**config.mk**
```make
export PLATFORM = sky130hd
export DESIGN_NAME = eq_serial_ctrl
export DESIGN_NICKNAME = d
export VERILOG_FILES = /design/src/rtl/eq_ctrl_pkg.sv /design/src/rtl/eq_2_sop.sv /design/src/rtl/eq_serial_ctrl.sv
export SDC_FILE = /design/constraint.sdc
export NUM_CORES = 1
export LEC_CHECK = 0
export CAP_MARGIN = 20
export CORE_ASPECT_RATIO = 1.2
export CORE_MARGIN = 1.5
export CORE_UTILIZATION = 30
export CTS_CLUSTER_SIZE = 24
export DETAILED_ROUTE_END_ITERATION = 10
export GPL_ROUTABILITY_DRIVEN = 0
export PLACE_DENSITY = 0.63
export SYNTH_ARGS = -nofsm -noshare
export SYNTH_HDL_FRONTEND = slang
export SYNTH_SLANG_ARGS = --single-unit
```
**constraint.sdc**
```tcl
create_clock -name clk -period 4.2 [get_ports clk]
set_clock_uncertainty 0.2 [all_clocks]
set_input_delay 0.84 -clock clk [delete_from_list [all_inputs] [get_ports clk]]
set_output_delay 0.84 -clock clk [all_outputs]
set_load 0.02 [all_outputs]
```
**src/rtl/eq_ctrl_pkg.sv**
```systemverilog
// Shared types and constants for the serial 2-bit-digit equality controller.
`timescale 1ns/1ps
package eq_ctrl_pkg;

  localparam int DIGIT_W = 2;

  typedef enum logic [1:0] {
    IDLE = 2'd0,
    RUN  = 2'd1,
    DONE = 2'd2
  } state_t;

endpackage

```
**src/rtl/eq_2_sop.sv**
```systemverilog
// Combinational 2-bit equality comparator in sum-of-products form.
`timescale 1ns/1ps
module eq_2_sop (
  input  logic [1:0] a,
  input  logic [1:0] b,
  output logic       aeqb
);

  assign aeqb = (~a[1] & ~a[0] & ~b[1] & ~b[0]) |
                (~a[1] &  a[0] & ~b[1] &  b[0]) |
                ( a[1] & ~a[0] &  b[1] & ~b[0]) |
                ( a[1] &  a[0] &  b[1] &  b[0]);

endmodule

```
**src/rtl/eq_serial_ctrl.sv**
```systemverilog
// Serial A==B comparator: walks both operands one 2-bit digit per cycle,
// LSB digit first, through a single shared comparator with early exit on mismatch.
`timescale 1ns/1ps
module eq_serial_ctrl
  import eq_ctrl_pkg::*;
#(
  parameter int WIDTH = 8
) (
  input  logic             clk,
  input  logic             rst_n,
  input  logic             start,
  input  logic             abort,
  input  logic [WIDTH-1:0] a,
  input  logic [WIDTH-1:0] b,
  output logic             ready,
  output logic             busy,
  output logic             done,
  output logic             aeqb
);

  localparam int N     = WIDTH / DIGIT_W;
  localparam int CNT_W = (N > 1) ? $clog2(N) : 1;
  localparam logic [CNT_W-1:0] LAST_DIGIT = CNT_W'(N - 1);

  state_t           state_reg, state_next;
  logic [WIDTH-1:0] a_sh_reg, b_sh_reg;
  logic [CNT_W-1:0] cnt_reg;
  logic             match_reg;
  logic             aeqb_reg;
  logic             digit_eq;
  logic             accept;
  logic             last_digit;

  assign accept     = (state_reg == IDLE) && start && !abort;
  assign last_digit = (cnt_reg == LAST_DIGIT);

  eq_2_sop u_digit_cmp (
    .a    (a_sh_reg[DIGIT_W-1:0]),
    .b    (b_sh_reg[DIGIT_W-1:0]),
    .aeqb (digit_eq)
  );

  always_ff @(posedge clk or negedge rst_n) begin
    if (!rst_n) begin
      state_reg <= IDLE;
    end else begin
      state_reg <= state_next;
    end
  end

  always_comb begin
    state_next = state_reg;
    case (state_reg)
      IDLE: if (accept) state_next = RUN;
      RUN: begin
        if (abort) begin
          state_next = IDLE;
        end else if (!digit_eq || last_digit) begin
          state_next = DONE;
        end
      end
      DONE:    state_next = IDLE;
      default: state_next = IDLE;
    endcase
  end

  // The counter only advances on a matching non-final digit, so it cannot wrap.
  always_ff @(posedge clk or negedge rst_n) begin
    if (!rst_n) begin
      a_sh_reg  <= '0;
      b_sh_reg  <= '0;
      cnt_reg   <= '0;
      match_reg <= 1'b0;
      aeqb_reg  <= 1'b0;
    end else if (accept) begin
      a_sh_reg  <= a;
      b_sh_reg  <= b;
      cnt_reg   <= '0;
      match_reg <= 1'b1;
      aeqb_reg  <= 1'b0;
    end else if (state_reg == RUN && !abort) begin
      a_sh_reg <= a_sh_reg >> DIGIT_W;
      b_sh_reg <= b_sh_reg >> DIGIT_W;
      if (!digit_eq) begin
        match_reg <= 1'b0;
        aeqb_reg  <= 1'b0;
      end else if (last_digit) begin
        aeqb_reg <= match_reg;
      end else begin
        cnt_reg <= cnt_reg + 1'b1;
      end
    end
  end

  assign ready = (state_reg == IDLE);
  assign busy  = (state_reg == RUN);
  assign done  = (state_reg == DONE);
  assign aeqb  = aeqb_reg;

endmodule

```
==> impl_metrics.json <==
{
  "worstHoldPathCells": 1,
  "cts_setup_buffers": 0,
  "syn_inst": 91,
  "fmax_ghz": 0.3628,
  "n_fill_cell": 344,
  "cts_tree": "yes",
  "drtIter0Drc": 15,
  "yosys.area.top_type_share": 0.5081,
  "fin_nets": 137,
  "ctsHoldBuffers": 0,
  "path_buf_inv": 1,
  "crit_cells": 4,
  "switching_share": 0.3407,
  "comb_power_share": 0.365,
  "maxSlewHeadroom": 0.5442,
  "netlist_area_um2": 1084,
  "wl_per_cell_um": 13.20,
  "grt_pass1_wl_um": 3229,
  "drcViolationCount": 1,
  "antenna_found_initial": 0,
  "critical_path_class": "in2reg",
  "insertion_delay_ns": 0.26,
  "cts_made_buffers": 3,
  "clock-sinks": 22,
  "cts.root.buffer_cell": "clkbuf_8",
  "clk_pin_slew_ns": 0.08,
  "pwr-share-clk": 0.192,
  "wl_um": 2006,
  "synth_seq_area_share": 0.5081,
  "post_route_cells_drive_above_1_share": 0.1043,
  "coreArea_um2": 3396,
  "cp_slowest_stage_delay_ns": 0.62,
  "start_util": 0.3191,
  "rsz0062_at_grt": "no",
  "ir_worst_vdd_mv": 0.2398,
  "syn-num-nets": 112,
  "grtUsageTotal": 0.1074,
  "power.leakage_nw": 0.5614,
  "worst-endpoint-arrival_ns": 2.71,
  "switching_power_w": 0.0002699,
  "period_share": 0.6563,
  "htree_levels": 1,
  "num_vias": 772,
  "hpwl_um": 1341,
  "violations": "design-rule violations",
  "grt_overflow": 0,
  "power_density_nw_per_um2": 560.9,
  "status": "finished with violations",
  "drtAntennaViolNets": 0,
  "drv_cap": 0,
  "finalHoldViolCount": 0,
  "final_cell_mix": "clkdlybuf4s50_1 (23), dfrtp_1 (22), mux2i_1 (13)",
  "slew_viol_final": 0,
  "critPathSlowestCell": "nor3b_4",
  "die-area_um2": 3983,
  "areaGrowthSynthToFinish_pct": 30.37,
  "clockBufferDepth": 2,
  "ys_seq_elements": 22,
  "ctsResizeCount": 0,
  "layout_min_cycle_time_ns": 2.756,
  "pin_count": 24,
  "synth_cell_types": 25,
  "ys_warn_count": 0,
  "cp_top_family": "simple AND/OR/NAND/NOR gates",
  "yosys.area.top_type": "dfrtp_1",
  "hold_path_class": "reg2reg",
  "std_cell_rows": 23,
  "worstPathCellList": "clkdlybuf4s50_1, nor3b_4, nor4b_4, mux2_2",
  "portBuffers": 23,
  "antennaDiodeCount": 0,
  "seq_power_share": 0.442,
  "die_w_um": 57.86,
  "viasPerCell": 5.079,
  "reg2reg_depth": 3,
  "setup_viol": 0,
  "cp-end-kind": "flip-flop",
  "syn_avg_cell_area_um2": 11.91,
  "drt-pass1-iter-count": 7,
  "crit_required_ns": 4.15,
  "critPathMaxFanout": 18,
  "intPower_w": 0.0005224,
  "setup_ws_ns": 1.444,
  "grt_max_degree": 36,
  "critPathLaunchType": "input port",
  "die_h_um": 68.84,
  "final_common_cell": "clkdlybuf4s50_1",
  "tightestPinTransition_ns": 0.6829,
  "synthTopCellsByArea": "dfrtp_1 (51%), mux2i_1 (12%), a21oi_1 (5.5%)",
  "grt_pass1_vias": 736,
  "pre_cts_slack_ns": 1.140,
  "setup_tns_ns": 0
}
-- synthesized netlist by cell type, drive strengths merged --
cell type / number
mux2i: 13
nand2: 1
or2: 2
dfrtp: 22
nor2b: 3
a21o: 1
nor2: 3
a21oi: 12
o31a: 1
nor3: 12
nor3b: 2
nand2b: 1
xor2: 2
a22o: 4
nor4b: 3
buf: 5
a221o: 1
o21ai: 1
mux2: 1
ha: 1
-- power by group through the flow --
stage               logic [W]  registers [W]  clock network [W]
floorplan            0.000217       0.000344                  0
detailed placement   0.000286       0.000356                  0
global route         0.000324       0.000362           0.000161
finish               0.000290       0.000351           0.000152
global placement     0.000280       0.000352                  0
CTS                  0.000290       0.000351           0.000155
-- worst register-to-register path, delay by kind of cell (launching register included) --
| family | cells | cell delay, ns |
|---|---|---|
| AND/OR/NAND/NOR | 2 | 1.01 |
| flip-flops | 1 | 0.46 |
| multiplexers | 1 | 0.38 |
-- worst paths after layout --
kind | from | endpoint | slack (ns)
max | abort | cnt_reg[1]$_DFFE_PN0P_ | 1.44
min | match_reg$_DFFE_PN0P_ | match_reg$_DFFE_PN0P_ | 0.29
max reg2reg | state_reg[1]$_DFFE_PN0P_ | cnt_reg[1]$_DFFE_PN0P_ | 2.04
min reg2reg | match_reg$_DFFE_PN0P_ | match_reg$_DFFE_PN0P_ | 0.29
max in group asynchronous | rst_n | state_reg[0]$_DFFE_PN0P_ | 2.80
min in group asynchronous | rst_n | a_sh_reg[7]$_DFFE_PN0P_ | 0.62
-- kinds of logic (layout without fill, tap and decap cells) --
| family | count (synthesis) | count (layout) | share of synthesized area |
|---|---|---|---|
| buffers and inverters | 5 | 29 | 0.03464 |
| DFF | 22 | 22 | 0.5081 |
| adders and majority gates | 1 | 1 | 0.01155 |
| AOI/OAI and AO/OA | 20 | 20 | 0.1166 |
| xor gates and xnor gates | 2 | 2 | 0.01617 |
| muxes | 14 | 14 | 0.1305 |
| and+or+nand+nor | 27 | 27 | 0.1825 |
-- per-stage QoR --
stage	instances	power (W)	util	instance area (um2)	hold WS, ns
after detailed placement	147	0.0006421	0.3917	1330	0.2686
after floorplan	91	0.0005617	-	1084	0.2499
final	152	0.0007923	0.4160	1413	0.2867
after global placement	147	0.0006319	0.3917	1330	0.2629
after global routing	152	0.0008479	0.4160	1413	0.3206
after CTS	151	0.0007971	0.4079	1385	0.2868
-- routing by layer --
layer	GRT usage	wire length (um)
met1	0.1327	927
met2	0.1790	948
met3	0.02052	100
met4	0.05523	29
met5	0	0
-- cell type report --
| class | count | area, um2 | share of cell area |
|---|---|---|---|
| clock buffer | 4 | 55.05 | 0.03897 |
| sequential | 22 | 550.5 | 0.3897 |
| tap | 37 | 46.29 | 0.03277 |
| timing repair buffer | 25 | 265.3 | 0.1878 |
| multi-input combinational | 64 | 495.5 | 0.3508 |
(Power assumes the default switching activity.)
